**src/rtl/scmp_microcode_seq_if.sv**
```systemverilog
// scmp_seq_if
// Bundles the signals between the microcode ROM / opcode decoder side and
// the SC/MP microprogram sequencer.
//   master : ROM/decoder side, drives the sequencing controls and samples
//            upc / dly_busy / halt_o
//   slave  : sequencer side
// Signals: clken, mem_wait, nxt_sel[1:0], jmp_addr, cond, op_pc, op_dly,
//          ac_i[7:0], disp_i[7:0], ucode_halt, cont_i  (to sequencer)
//          upc, dly_busy, halt_o                      (from sequencer)
interface scmp_seq_if #(
    parameter int UPC_W = 8
);
    logic             clken;
    logic             mem_wait;
    logic [1:0]       nxt_sel;
    logic [UPC_W-1:0] jmp_addr;
    logic             cond;
    logic [UPC_W-1:0] op_pc;
    logic             op_dly;
    logic [7:0]       ac_i;
    logic [7:0]       disp_i;
    logic             ucode_halt;
    logic             cont_i;
    logic [UPC_W-1:0] upc;
    logic             dly_busy;
    logic             halt_o;

    modport master (
        output clken, mem_wait, nxt_sel, jmp_addr, cond, op_pc, op_dly,
               ac_i, disp_i, ucode_halt, cont_i,
        input  upc, dly_busy, halt_o
    );

    modport slave (
        input  clken, mem_wait, nxt_sel, jmp_addr, cond, op_pc, op_dly,
               ac_i, disp_i, ucode_halt, cont_i,
        output upc, dly_busy, halt_o
    );
endinterface

```
**src/rtl/scmp_microcode_seq.sv**
```systemverilog
// scmp_microcode_seq
// Microprogram sequencer for the SC/MP core: holds the micro-PC, selects the
// next micro-address from the ROM next-address field, stalls on memory waits,
// runs the DLY instruction delay counter and parks on HALT.
// Ports:
//   clk  : core clock
//   rst  : asynchronous, active-high reset
//   bus  : scmp_seq_if.slave (controls in, upc / dly_busy / halt_o out)
// Build option: define SCMP_DLY_EN to build the DLY state and delay counter.
// Without it, op_dly is ignored and dly_busy is tied low.
//
// state  | meaning
// S_RUN  | normal microcode sequencing
// S_DLY  | DLY instruction counting, upc frozen
// S_HALT | parked until a continue pulse
module scmp_microcode_seq #(
    parameter int               UPC_W      = 8,
    parameter logic [UPC_W-1:0] RESET_ADDR = '0,
    parameter int               DLY_W      = 18
) (
    input logic       clk,
    input logic       rst,
    scmp_seq_if.slave bus
);

    typedef enum logic [1:0] {
        S_RUN  = 2'd0,
        S_DLY  = 2'd1,
        S_HALT = 2'd2
    } state_t;

    state_t           r_state;
    state_t           w_state_nxt;
    logic [UPC_W-1:0] r_upc;
    logic [UPC_W-1:0] w_upc_nxt;
    logic [UPC_W-1:0] w_upc_inc;
    logic             r_halt;

    assign w_upc_inc = r_upc + UPC_W'(1);

`ifdef SCMP_DLY_EN
    logic [DLY_W-1:0] r_dly_cnt;
    logic [DLY_W-1:0] w_dly_cnt_nxt;
    logic [DLY_W-1:0] w_dly_load;
    logic             r_dly_busy;

    // 13 + 2*AC + 514*disp; the worst case (131593) fits the 18-bit default.
    assign w_dly_load = DLY_W'(13)
                      + (DLY_W'(bus.ac_i) << 1)
                      + DLY_W'(bus.disp_i) * DLY_W'(514);
`else
    localparam int p_unused_dly_w = DLY_W;
    logic w_unused_dly;
    assign w_unused_dly = ^{bus.op_dly, bus.ac_i, bus.disp_i};
`endif

    always_comb begin
        w_state_nxt = r_state;
        w_upc_nxt   = r_upc;
`ifdef SCMP_DLY_EN
        w_dly_cnt_nxt = r_dly_cnt;
`endif
        case (r_state)
            S_RUN: begin
                if (!bus.mem_wait) begin
                    if (bus.ucode_halt) begin
                        w_state_nxt = S_HALT;
                    end else begin
                        case (bus.nxt_sel)
                            2'b00: w_upc_nxt = w_upc_inc;
                            2'b01: w_upc_nxt = bus.jmp_addr;
                            2'b10: begin
                                w_upc_nxt = bus.op_pc;
`ifdef SCMP_DLY_EN
                                if (bus.op_dly) begin
                                    w_state_nxt   = S_DLY;
                                    w_dly_cnt_nxt = w_dly_load;
                                end
`endif
                            end
                            2'b11: w_upc_nxt = bus.cond ? bus.jmp_addr : w_upc_inc;
                        endcase
                    end
                end
            end
            S_DLY: begin
`ifdef SCMP_DLY_EN
                // <=1 also covers a zero count, so DLY can never lock up.
                if (r_dly_cnt <= DLY_W'(1)) begin
                    w_dly_cnt_nxt = '0;
                    w_state_nxt   = S_RUN;
                end else begin
                    w_dly_cnt_nxt = r_dly_cnt - DLY_W'(1);
                end
`else
                w_state_nxt = S_RUN;
`endif
            end
            S_HALT: begin
                if (bus.cont_i && !bus.mem_wait) begin
                    w_state_nxt = S_RUN;
                    w_upc_nxt   = w_upc_inc;
                end
            end
            default: w_state_nxt = S_RUN;
        endcase
    end

    // Status flags are registered from the next state so they line up with
    // r_state without any input-to-output path.
    always_ff @(posedge clk or posedge rst) begin
        if (rst) begin
            r_state <= S_RUN;
            r_upc   <= RESET_ADDR;
            r_halt  <= 1'b0;
`ifdef SCMP_DLY_EN
            r_dly_cnt  <= '0;
            r_dly_busy <= 1'b0;
`endif
        end else if (bus.clken) begin
            r_state <= w_state_nxt;
            r_upc   <= w_upc_nxt;
            r_halt  <= (w_state_nxt == S_HALT);
`ifdef SCMP_DLY_EN
            r_dly_cnt  <= w_dly_cnt_nxt;
            r_dly_busy <= (w_state_nxt == S_DLY);
`endif
        end
    end

    assign bus.upc    = r_upc;
    assign bus.halt_o = r_halt;
`ifdef SCMP_DLY_EN
    assign bus.dly_busy = r_dly_busy;
`else
    assign bus.dly_busy = 1'b0;
`endif

endmodule
```
**src/flat_wrapper.sv**
```systemverilog
// flat-port wrapper written by rule: the top's interface ports become plain ports
module scmp_microcode_seq_flat 
#(
    parameter int               UPC_W      = 8,
    parameter logic [UPC_W-1:0] RESET_ADDR = '0,
    parameter int               DLY_W      = 18
)
  (clk, rst, bus_clken, bus_mem_wait, bus_nxt_sel, bus_jmp_addr, bus_cond, bus_op_pc, bus_op_dly, bus_ac_i, bus_disp_i, bus_ucode_halt, bus_cont_i, bus_upc, bus_dly_busy, bus_halt_o);
  scmp_seq_if #(.UPC_W(UPC_W)) bus_i ();
  input logic clk;
  input logic rst;
  input wire logic [$bits(bus_i.clken)-1:0] bus_clken;
  input wire logic [$bits(bus_i.mem_wait)-1:0] bus_mem_wait;
  input wire logic [$bits(bus_i.nxt_sel)-1:0] bus_nxt_sel;
  input wire logic [$bits(bus_i.jmp_addr)-1:0] bus_jmp_addr;
  input wire logic [$bits(bus_i.cond)-1:0] bus_cond;
  input wire logic [$bits(bus_i.op_pc)-1:0] bus_op_pc;
  input wire logic [$bits(bus_i.op_dly)-1:0] bus_op_dly;
  input wire logic [$bits(bus_i.ac_i)-1:0] bus_ac_i;
  input wire logic [$bits(bus_i.disp_i)-1:0] bus_disp_i;
  input wire logic [$bits(bus_i.ucode_halt)-1:0] bus_ucode_halt;
  input wire logic [$bits(bus_i.cont_i)-1:0] bus_cont_i;
  output wire logic [$bits(bus_i.upc)-1:0] bus_upc;
  output wire logic [$bits(bus_i.dly_busy)-1:0] bus_dly_busy;
  output wire logic [$bits(bus_i.halt_o)-1:0] bus_halt_o;
  assign bus_i.clken = bus_clken;
  assign bus_i.mem_wait = bus_mem_wait;
  assign bus_i.nxt_sel = bus_nxt_sel;
  assign bus_i.jmp_addr = bus_jmp_addr;
  assign bus_i.cond = bus_cond;
  assign bus_i.op_pc = bus_op_pc;
  assign bus_i.op_dly = bus_op_dly;
  assign bus_i.ac_i = bus_ac_i;
  assign bus_i.disp_i = bus_disp_i;
  assign bus_i.ucode_halt = bus_ucode_halt;
  assign bus_i.cont_i = bus_cont_i;
  assign bus_upc = bus_i.upc;
  assign bus_dly_busy = bus_i.dly_busy;
  assign bus_halt_o = bus_i.halt_o;
  scmp_microcode_seq #(.UPC_W(UPC_W), .RESET_ADDR(RESET_ADDR), .DLY_W(DLY_W)) u_core (.clk(clk), .rst(rst), .bus(bus_i));
endmodule
```
**config.mk**
```make
export PLATFORM = sky130hd
export DESIGN_NAME = scmp_microcode_seq_flat
export DESIGN_NICKNAME = d
export VERILOG_FILES = /design/src/rtl/scmp_microcode_seq_if.sv /design/src/rtl/scmp_microcode_seq.sv /design/src/flat_wrapper.sv
export SDC_FILE = /design/constraint.sdc
export NUM_CORES = 1
export LEC_CHECK = 0
export ABC_AREA = 1
export CAP_MARGIN = 20
export CORE_AREA = 2 2 54 56
export DETAILED_ROUTE_END_ITERATION = 16
export DIE_AREA = 0 0 56 58
export PLACE_DENSITY_LB_ADDON = 0.05
export SKIP_LAST_GASP = 1
export SYNTH_ARGS = -nofsm -noshare
export SYNTH_HDL_FRONTEND = slang
export SYNTH_SLANG_ARGS = --single-unit
```
**constraint.sdc**
```tcl
create_clock -name clk -period 1.1 [get_ports clk]
set_input_delay 0.22 -clock clk [delete_from_list [all_inputs] [get_ports clk]]
set_output_delay 0.22 -clock clk [all_outputs]
set_load 0.05 [all_outputs]
```
# Yosys cells after proc, flatten, opt, wreduce, memory -nomap -nowiden
# Index checks and enable logic that the tools add are counted.
totals:
  latchBits: 0
  elab_cells: 28
  regBits: 11
  mem_count: 0
  mem_bits_rw: 0
  rom_bits: 0
classes:
  bitwise: 0
  muxes: 10
  n_lt_le_gt_ge: 0
  eq_ne: 8
  mul: 0
  n_shift: 0
  n_addsub: 1
  div_mod_pow: 0
  reduce_logical: 6
op_table:
  columns: ["operator", "count"]
  rows:
  - ["$mux W8", 4]
  - ["$pmux W8 S4", 1]
  - ["$pmux W8 S2", 1]
  - ["$add A8 B1 Y8 const B", 1]
  - ["$eq A2 B2 Y1 const B", 4]
  - ["$mux W2", 3]
  - ["$reduce_and A5 Y1", 1]
  - ["$logic_not A2 Y1", 2]
  - ["$ne A2 B2 Y1 const B", 2]
  - ["$pmux W2 S2", 1]
  - ["$eq A2 B1 Y1 const B", 1]
  - ["$ne A2 B1 Y1 const B", 1]
  - ["$reduce_bool A2 Y1", 1]
  - ["$logic_and A1 B1 Y1", 1]
  - ["$logic_not A1 Y1", 1]

# Longest topological paths before layout
# Gate-level depths: netlist (run 1).
depth:
  depth_word: 6
  mapped_depth: 9
  ltp_nobuf: 9

# Worst setup path after synthesis (run 1)
# OpenSTA, ideal clock, no wires.
synth_path:
  kind: "reg-to-reg"
  from: "register u_core.r_upc[0], in the netlist u_core.bus.upc[0]"
  to: "register u_core.r_upc[6], in the netlist u_core.bus.upc[6]"
  t_arrival_ns: 1.422
  setup_ns: 0.078
  path_stages_with_launch: 8
  setup_slack_ns: -0.399
  cell_sequence: "dfrtp_1 > ha_1 > nand2_1 > nor2_1 > nand2_1 > nand2_1 > nand3_1 > a21oi_1"
synth_between:
  elab_chain_cells: 6
  elab_cells_between_ends: 7
synth_lines:
  columns: ["element", "line_no", "source"]
  rows:
  - ["start: declaration", "scmp_microcode_seq.sv:34", "logic [UPC_W-1:0] r_upc;"]
  - ["start signal: assignment", "scmp_microcode_seq.sv:122", "r_upc <= w_upc_nxt;"]
  - ["$add A8 B1 Y8 (*)", "scmp_microcode_seq.sv:39", "assign w_upc_inc = r_upc + UPC_W'(1);"]
  - ["$mux W8", "scmp_microcode_seq.sv:81", "2'b11: w_upc_nxt = bus.cond ? bus.jmp_addr : w_upc_inc;"]
  - ["$pmux W8 S4", "scmp_microcode_seq.sv:69", "case (bus.nxt_sel)"]
  - ["$mux W8", "scmp_microcode_seq.sv:66", "if (bus.ucode_halt) begin"]
  - ["$mux W8", "scmp_microcode_seq.sv:65", "if (!bus.mem_wait) begin"]
  - ["$pmux W8 S2 (*)", "scmp_microcode_seq.sv:63", "case (r_state)"]
# Mark *: on every way between the ends. The rest lies on a longest branch, timed or not. The select of a mux whose other input is x is not followed.
# A chain may end at the register's enable or synchronous reset.

# Worst setup path in the final report (run 1)
layout_path:
  from: "register u_core.r_upc[0], in the netlist u_core.bus.upc[0]"
  to: "output port bus_upc[0]"
layout_lines:
  columns: ["element", "line_no", "source"]
  rows:
  - ["end: declaration", "flat_wrapper.sv:23", "output wire logic [$bits(bus_i.upc)-1:0] bus_upc;"]
# No word-level cell between the ends.

==> impl_metrics.py, run 1 <==
metrics = {
    "run_status": {
        "outcome": "finished, violations left",
        "violations": "negative setup slack",
    },
    "placed_design": {
        "io_buffer_count": 33,
        "place_congestion": 0.754,
        "dp_hpwl_um": 1890,
        "placed_cell_area_um2": 1430,
        "pre_cts_slack_ps": -410,
    },
    "routing": {
        "vias_per_cell": 4.70,
        "antenna_left": 0,
        "drt-initial-drc-count": 17,
        "drc": 0,
        "wirelength_um": 2410,
        "firstDrtPassIters": 4,
        "wl_per_cell_um": 11.0,
        "num_vias": 1029,
    },
    "timing": {
        "fin_crit_sh_pct": 110,
        "hold-worst-slack_ps": 223,
        "clock_skew_ps": 3.87,
        "setup_viol": 14,
        "maxSlewViolCount": 0,
        "min_period_ps": 1210,
        "fmax_mhz": 829,
        "setup_slack_ps": -106,
        "hold_violations": 0,
        "rsz0062_at_grt": "yes",
    },
    "clock_network": {
        "insertion_delay_ps": 270,
        "cts-htree-levels": 1,
        "cts_hold_buf": 0,
        "cts_max_path_buffers": 2,
        "cts_tree": "yes",
        "numCtsBuffers": 3,
        "clk_pin_slew_ps": 70,
        "cts_root_buffer": "clkbuf_4",
        "cts_num_sinks": 11,
    },
    "critical_path": {
        "worstPathArrival_ps": 990,
        "cp_slowest_stage_delay_ps": 440,
        "crit_required_ps": 880,
        "worst-setup-path-type": "register to output pin",
        "crit_fanout": 3,
        "worstRegToRegCells": 6,
        "crit_slowest_cell": "dfrtp_2",
        "critical_path.top_delay_family": "flip-flops",
        "r2r-end": "u_core.bus.upc[1]",
        "path_buf_inv": 2,
        "reg2reg_from": "u_core.r_state[1]",
        "regToRegSetupSlack_ps": -100,
        "end_kind": "output pin",
        "crit_chain": "buf_6 > buf_12",
        "cp-start-kind": "register",
    },
    "logic_synthesis": {
        "synth-compound-area-share_pct": 11.7,
        "synth_area_um2": 836,
        "synth_area_leaders": "dfrtp_1 (33%), nand2_1 (18%), a21oi_1 (8.4%), nand3_1 (8.4%), nor2_1 (7.2%)",
        "yosysWarnings": 0,
        "yosys.area.top_type_share_pct": 32.9,
        "synth_top_family_by_area": "simple AND/OR/NAND/NOR gates",
        "yosysTopAreaCell": "dfrtp_1",
        "syn_inst": 128,
        "synth_adder_area_share_pct": 1.50,
        "synth-simple-area-share_pct": 43.9,
        "ys_types": 21,
        "avgSynthCellArea_um2": 6.53,
        "synth_seq_cells": 11,
        "synthMuxAreaShare_pct": 0,
        "ys_seq_area_share_pct": 32.9,
        "synth_xor_area_share_pct": 1.05,
        "syn_nets": 171,
    },
    "grt": {
        "grt_overflow": 0,
        "grt_max_degree": 12,
        "grt_pass1_wl_um": 4240,
        "grt_pass1_vias": 1036,
        "track_usage_pct": 16.7,
        "antenna_found_initial": 0,
    },
    "floorplanning": {
        "die_area_um2": 3250,
        "die_w_um": 56,
        "fp-row-count": 19,
        "die_y_um": 58,
        "core_um2": 2660,
        "start_util_pct": 31.4,
        "ios": 52,
    },
    "power_and_ir_drop": {
        "pwr_density_cell_nw_per_um2": 2130,
        "p_total_uw": 3340,
        "combPwrFrac_pct": 69.2,
        "p_int_uw": 1900,
        "power_frac_seq_pct": 22.4,
        "vdd_drop_max_mv": 1.72,
        "switchingPower_uw": 1450,
        "p_leak_uw": 0.000758,
        "p_clk_share_pct": 8.4,
        "switching_share_pct": 43.3,
    },
    "final_layout": {
        "fin_nets": 232,
        "antennaDiodeCount": 0,
        "final_cell_mix": "nand2_1 (38), clkdlybuf4s50_1 (22), buf_4 (18)",
        "syn_to_final_growth_pct": 88.2,
        "multi_input_area_um2": 526,
        "drive_gt1_share_pct": 33.0,
        "ff_latch_area_um2": 284,
        "design_area_um2": 1570,
        "nFillCells": 261,
        "layout_commonest_cell": "nand2_1",
    },
    "job": {
        "maxCapViolCount": 0,
    },
    "worst_hold_path": {
        "worst_hold_path_type": "primary input to asynchronous set/reset pin",
    },
}
## registers in the layout, indices dropped and copies added, names as in the netlist
signal,flops
u_core.r_state,2
u_core.bus.halt_o,1
u_core.bus.upc,8
## cells by family (layout without fill, tap and decap cells)
kind of cell	count (synthesis)	in the layout
AO/OA/AOI/OAI	19	19
XOR/XNOR	1	1
adder cells (fa/ha/maj)	1	1
buffers and inverters	16	76
flip-flops	11	11
other	1	1
AND/OR/NAND/NOR	79	79
## worst reg2reg max path, cell delays in order, from the launching register on
cell and delay [ps]:
dfrtp_1 390, inv_2 100, nor2_2 60, nor2_4 160
nand2_4 110, a21oi_1 160, a21oi_1 90
## metrics by stage
stage          std cells  setup TNS [ps]  util, %
6_report             219            -987     59.1
5_1_grt              219           -2140     59.1
4_1_cts              218           -1130     58.4
3_5_place_dp         205           -3580     53.7
3_3_place_gp         205           -3150     53.7
2_1_floorplan        128            -686        -
## worst max path at each step
stage	from	end	slack [ps]	cells past startpoint
global route	u_core.r_state[1]	u_core.bus.upc[3]	-200	8
floorplan	u_core.bus.upc[0]	u_core.bus.upc[4]	-170	7
detailed placement	bus_nxt_sel[1]	u_core.bus.upc[5]	-410	6
CTS	u_core.bus.upc[1]	bus_upc[1]	-110	2
finish	u_core.bus.upc[0]	bus_upc[0]	-110	2
global placement	bus_nxt_sel[0]	u_core.bus.upc[5]	-390	7
## Yosys cell counts
| library cell | n |
|---|---|
| nor3b_1 | 1 |
| nand2_1 | 41 |
| ha_1 | 1 |
| nand2_2 | 1 |
| o21ai_0 | 4 |
| conb_1 | 1 |
| xnor2_1 | 1 |
| buf_6 | 1 |
| buf_4 | 1 |
| nand2_4 | 1 |
| nor2_4 | 2 |
| nand3_4 | 1 |
| a21oi_1 | 14 |
| nor2_2 | 1 |
| inv_1 | 13 |
| nand3b_2 | 1 |
| dfrtp_1 | 11 |
| nand3_1 | 14 |
| inv_2 | 1 |
| o21bai_1 | 1 |
| nor2_1 | 16 |
## power groups by stage
stage          registers [µW]  clock network, µW  logic (µW)
3_5_place_dp              769                  0        2020
4_1_cts                   741                292        2300
3_3_place_gp              766                  0        2000
6_report                  749                280        2320
5_1_grt                   764                318        2500
2_1_floorplan            1210                  0         546
## layer usage
metal | vias to the layer above | wire length, µm | track usage [%]
met4 | 0 | 21 | 3.74
met3 | 4 | 114 | 5.36
met2 | 19 | 1300 | 32.9
met5 | - | 0 | 0
met1 | 477 | 978 | 17.1
li1 | 529 | - | -
## layout make-up
type / count / share of cell area, %
Inverter: 14 / 3.66
Tap cell: 31 / 2.47
Timing Repair Buffer: 58 / 40.7
Multi-Input combinational cell: 101 / 33.4
Sequential cell: 11 / 18.1
Clock buffer: 4 / 1.67
## repair_timing
item | in CTS | in global routing
setup endpoints to repair | 16 | 19
pin swaps | 2 | 2
resized for setup | 12 | 6
hold endpoints to repair | 0 | 0
setup buffers | 9 | 1
Note: power is estimated with default switching activity, not from simulation.
==> inputs of run 2 (changes only) <==
- CAP_MARGIN: 20 -> 10
- CORE_AREA: 2 2 54 56 -> 10 10 62 64
- CTS_CLUSTER_SIZE: default -> 14
- DIE_AREA: 0 0 56 58 -> 0 0 72 74
==> impl_metrics.py, run 2 (synthesis gave the netlist of run 1 again) <==
metrics = {
    "final_layout": {
        "syn_to_final_growth_pct": 91.0,
        "drive_gt1_share_pct": 36.8,
        "final_core_util_pct": 60.0,
        "largest_register_ffs": 8,
        "final_cell_mix": "nand2_1 (36), clkdlybuf4s50_1 (22), buf_4 (17), nand3_1 (13), inv_1 (12)",
        "design_area_um2": 1600,
        "antennaDiodeCount": 0,
        "layout_commonest_cell": "nand2_1",
        "fin_cells": 216,
        "fin_nets": 229,
    },
    "power_and_ir_drop": {
        "p_leak_uw": 0.000761,
        "p_total_uw": 3390,
        "vdd_drop_max_mv": 1.73,
        "pwr_density_cell_nw_per_um2": 2120,
    },
    "timing": {
        "hold_violations": 0,
        "clock_skew_ps": 5.61,
        "maxSlewViolCount": 0,
        "rsz0062_at_grt": "yes",
        "fin_crit_sh_pct": 111,
        "min_period_ps": 1220,
        "fmax_mhz": 822,
        "setup_slack_ps": -117,
        "setup_viol": 14,
    },
    "clock_network": {
        "insertion_delay_ps": 280,
        "cts_root_buffer": "clkbuf_4",
        "numCtsBuffers": 3,
        "clk_pin_slew_ps": 80,
        "cts_num_sinks": 11,
        "cts_tree": "yes",
        "cts-htree-levels": 1,
        "cts_max_path_buffers": 2,
    },
    "job": {
        "maxCapViolCount": 0,
    },
    "critical_path": {
        "crit_required_ps": 880,
        "crit_fanout": 3,
        "path_buf_inv": 2,
        "worstPathArrival_ps": 1000,
        "end_kind": "output pin",
        "cp-start-kind": "register",
        "critical_path.top_delay_family": "flip-flops",
        "crit_slowest_cell": "dfrtp_2",
        "crit_chain": "buf_6 > buf_12",
        "cp_slowest_stage_delay_ps": 450,
        "worst-setup-path-type": "register to output pin",
    },
    "grt": {
        "grt_pass1_wl_um": 4380,
        "grt_pass1_vias": 996,
        "track_usage_pct": 10.1,
        "antenna_found_initial": 0,
        "grt_max_degree": 12,
        "grt_overflow": 0,
    },
    "floorplanning": {
        "die_y_um": 74,
        "start_util_pct": 31.4,
        "fp-row-count": 19,
        "ios": 52,
        "core_um2": 2660,
        "die_w_um": 72,
        "die_area_um2": 5330,
    },
    "run_status": {
        "violations": "negative setup slack",
        "outcome": "finished, violations left",
    },
    "worst_hold_path": {
        "worst_hold_path_type": "primary input to asynchronous set/reset pin",
    },
    "placed_design": {
        "dp.cells": 206,
        "io_buffer_count": 33,
        "place_congestion": 0.801,
        "placed_cell_area_um2": 1440,
        "dp_hpwl_um": 2110,
        "pre_cts_slack_ps": -469,
    },
    "routing": {
        "wl_per_cell_um": 12.3,
        "wirelength_um": 2650,
        "num_vias": 1000,
        "antenna_left": 0,
        "drt-initial-drc-count": 72,
        "drc": 0,
        "vias_per_cell": 4.63,
        "firstDrtPassIters": 4,
    },
}
run 2: layout make-up:
type | instances | area, µm²
Fill cell | 266 | 1070
Timing Repair Buffer | 55 | 614
Multi-Input combinational cell | 101 | 569
Sequential cell | 11 | 285
Inverter | 14 | 62.6
Tap cell | 31 | 38.8
Clock buffer | 4 | 26.3
run 2: repair_timing:
| action | CTS | global route |
|---|---|---|
| pin swaps | 2 | 7 |
| setup endpoints to repair | 16 | 19 |
| hold buffers | 0 | 0 |
| setup buffers | 5 | 2 |
| resized for setup | 11 | 18 |
run 2: power by group:
part           leakage, µW  total [µW]  switching [µW]  internal [µW]
clock network    0.0000150         291             150            141
logic             0.000623        2330            1160           1170
registers         0.000124         766             197            569
run 2: layer usage:
layer,vias to the layer above,track usage [%],wire [µm]
met1,455,10.1,1060
met4,0,3.23,24
met3,4,4.26,140
li1,518,-,-
met2,23,18.5,1430
met5,-,0,0
run 2: worst reg2reg max path: stages (launching register included):
cell	delay, ps
dfrtp_1	410
inv_4	110
nor2_4	50
nor2_4	170
nand2_4	120
a21oi_1	150
a21oi_1	80
run 2: worst paths after layout:
check                                        from                end  slack (ps)  cells past startpoint
worst max register to register  u_core.r_state[1]  u_core.bus.upc[1]         -90                      6
worst min register to register  u_core.bus.halt_o  u_core.bus.halt_o         570                      2
worst min-delay path                          rst  u_core.bus.upc[3]         230                      3
max in group asynchronous                     rst  u_core.bus.upc[2]         700                      3
worst max-delay path            u_core.bus.upc[0]         bus_upc[0]        -120                      2
min in group clk                   bus_nxt_sel[0]  u_core.bus.upc[2]         490                      5
run 2: stage by stage:
step	setup TNS, ps	hold WS, ps
2_1_floorplan	-686	72.0
3_3_place_gp	-3510	516
3_5_place_dp	-3710	534
4_1_cts	-1200	227
5_1_grt	-2030	243
6_report	-963	225
==> inputs of run 3 (changes only) <==
- ABC_AREA: 1 -> default
- CORE_AREA: 10 10 62 64 -> 10 10 61 63
- DIE_AREA: 0 0 72 74 -> 0 0 71 73
==> impl_metrics.py, run 3 <==
metrics = {
    "final_layout": {
        "design_area_um2": 1540,
        "fin_cells": 181,
        "multi_input_area_um2": 455,
        "ff_latch_area_um2": 280,
        "drive_gt1_share_pct": 37.3,
        "layout_commonest_cell": "buf_4",
        "fin_nets": 194,
        "syn_to_final_growth_pct": 93.3,
        "largest_register_ffs": 8,
        "nFillCells": 237,
        "final_cell_mix": "buf_4 (26), clkdlybuf4s50_1 (23), buf_12 (9), buf_6 (9), a32oi_1 (8)",
        "antennaDiodeCount": 0,
    },
    "power_and_ir_drop": {
        "vdd_drop_max_mv": 1.72,
        "pwr_density_cell_nw_per_um2": 2100,
        "p_leak_uw": 0.000679,
    },
    "logic_synthesis": {
        "synth_area_leaders": "dfrtp_1 (34%), a32oi_1 (8.8%), a22o_1 (5.5%), o32ai_1 (4.4%), a2111oi_4 (3.4%)",
        "ys_seq_area_share_pct": 34.5,
        "synth_edf_count": 0,
        "synth_flop_cell": "dfrtp_1",
        "yosysWarnings": 0,
        "synth_seq_cells": 11,
        "ys_types": 34,
        "syn_inst": 84,
        "synth_area_um2": 798,
        "syn_nets": 127,
        "yosysTopAreaCell": "dfrtp_1",
        "synth_most_common_cell": "dfrtp_1",
        "yosys.area.top_type_share_pct": 34.5,
        "async_reset_ff_share_pct": 100,
        "ys_top_cells_by_count": "dfrtp_1 (11), a32oi_1 (8), inv_1 (6), a22o_1 (5), o21ai_0 (5)",
        "avgSynthCellArea_um2": 9.50,
    },
    "grt": {
        "antenna_found_initial": 0,
        "track_usage_pct": 11.5,
        "grt_pass1_wl_um": 4880,
        "grt_max_degree": 13,
        "grt_overflow": 0,
        "grt_pass1_vias": 994,
    },
    "floorplanning": {
        "core_um2": 2620,
        "die_y_um": 73,
        "start_util_pct": 30.5,
        "ios": 52,
        "die_area_um2": 5180,
        "fp-row-count": 19,
        "die_w_um": 71,
    },
    "critical_path": {
        "worstPathArrival_ps": 1750,
        "crit_required_ps": 1260,
        "cp-start-kind": "register",
        "crit_slowest_cell": "dfrtp_1",
        "crit_fanout": 12,
        "end_kind": "register",
        "path_buf_inv": 1,
        "crit_chain": "or2_4 > a2111oi_4 > buf_6 > o21ai_0 > a22o_1",
        "worst-setup-path-type": "register to register",
        "critical_path.top_delay_family": "compound AO/OA/AOI/OAI gates",
        "cp_slowest_stage_delay_ps": 400,
    },
    "run_status": {
        "violations": "negative setup slack",
        "outcome": "finished, violations left",
    },
    "clock_network": {
        "insertion_delay_ps": 270,
        "cts_num_sinks": 11,
        "clk_pin_slew_ps": 80,
        "numCtsBuffers": 3,
        "cts-htree-levels": 1,
        "cts_max_path_buffers": 2,
        "cts_root_buffer": "clkbuf_4",
        "cts_tree": "yes",
    },
    "routing": {
        "num_vias": 948,
        "antenna_left": 0,
        "drc": 0,
        "drt-initial-drc-count": 42,
        "wl_per_cell_um": 15.8,
        "vias_per_cell": 5.24,
        "wirelength_um": 2860,
        "firstDrtPassIters": 4,
    },
    "timing": {
        "hold_violations": 0,
        "setup_slack_ps": -489,
        "fin_crit_sh_pct": 144,
        "clock_skew_ps": 2.64,
        "maxSlewViolCount": 0,
        "setup_viol": 16,
        "rsz0062_at_grt": "yes",
        "fmax_mhz": 629,
        "hold-worst-slack_ps": 222,
        "min_period_ps": 1590,
    },
    "worst_hold_path": {
        "worst_hold_path_type": "primary input to asynchronous set/reset pin",
    },
    "placed_design": {
        "dp.cells": 172,
        "place_congestion": 0.738,
        "dp_hpwl_um": 2240,
        "io_buffer_count": 33,
        "placed_cell_area_um2": 1440,
    },
    "job": {
        "maxCapViolCount": 0,
    },
}
[run 3: final cells by class]
| class | instances | area share (%) |
|---|---|---|
| repair buffers | 68 | 46.6 |
| multi-input cells | 61 | 29.5 |
| clock buffers | 4 | 1.70 |
| inverters | 6 | 1.46 |
| flip-flops and latches | 11 | 18.2 |
| well taps | 31 | 2.51 |
[run 3: worst register-to-register path, cell delays in order, from the launching register on]
cell       delay (ps)
dfrtp_1           400
or2_4             240
a2111oi_4         350
buf_6             200
o21ai_0           100
a22o_1            190
[run 3: stage by stage]
stage / TNS [ps] / util, % / worst slack, ps / total power, µW
floorplan: -3330 / - / -459 / 1530
detailed placement: -6660 / 55.1 / -806 / 2760
finish: -4330 / 59.0 / -489 / 3240
CTS: -4470 / 58.9 / -494 / 3250
global placement: -6450 / 55.1 / -771 / 2730
global route: -5360 / 59.0 / -568 / 3430
[run 3: cells by family after synthesis]
logic type | Yosys count | share of synthesized area [%]
adders and majority gates | 1 | 1.57
AOI/OAI and AO/OA | 34 | 35.4
and+or+nand+nor | 25 | 19.6
DFF | 11 | 34.5
other | 1 | 0.470
buffers and inverters | 12 | 8.46
[run 3: power by group]
group	internal, µW	total (µW)	leakage, µW	switching [µW]
clock	141	298	0.0000150	157
combinational	1240	2240	0.000530	1010
sequential	550	702	0.000134	152
total	1930	3240	0.000679	1320
[run 3: worst paths after layout]
| check | from | end | slack [ps] | cells past startpoint |
|---|---|---|---|---|
| min reg2reg | u_core.bus.halt_o | u_core.bus.halt_o | 570 | 2 |
| max | u_core.r_state[1] | u_core.bus.upc[2] | -490 | 5 |
| max reg2reg | u_core.r_state[1] | u_core.bus.upc[2] | -490 | 5 |
| max in group asynchronous | rst | u_core.bus.upc[3] | 710 | 3 |
| min in group clk | bus_mem_wait | u_core.bus.upc[7] | 410 | 4 |
| min | rst | u_core.bus.upc[6] | 220 | 3 |
[run 3: per-layer routing]
| metal | global-route usage, % | routed length [µm] | vias to the layer above |
|---|---|---|---|
| met5 | 0 | 0 | - |
| met4 | 4.09 | 35 | 0 |
| met3 | 3.67 | 108 | 4 |
| met2 | 19.8 | 1500 | 22 |
| met1 | 13.0 | 1210 | 454 |
| li1 | - | - | 468 |
[run 3: timing repair]
action | CTS | global route
gates resized for setup | 10 | 2
pin swaps | 1 | 0
hold buffers | 0 | 0
setup endpoints to repair | 16 | 18
buffers inserted | 5 | 0
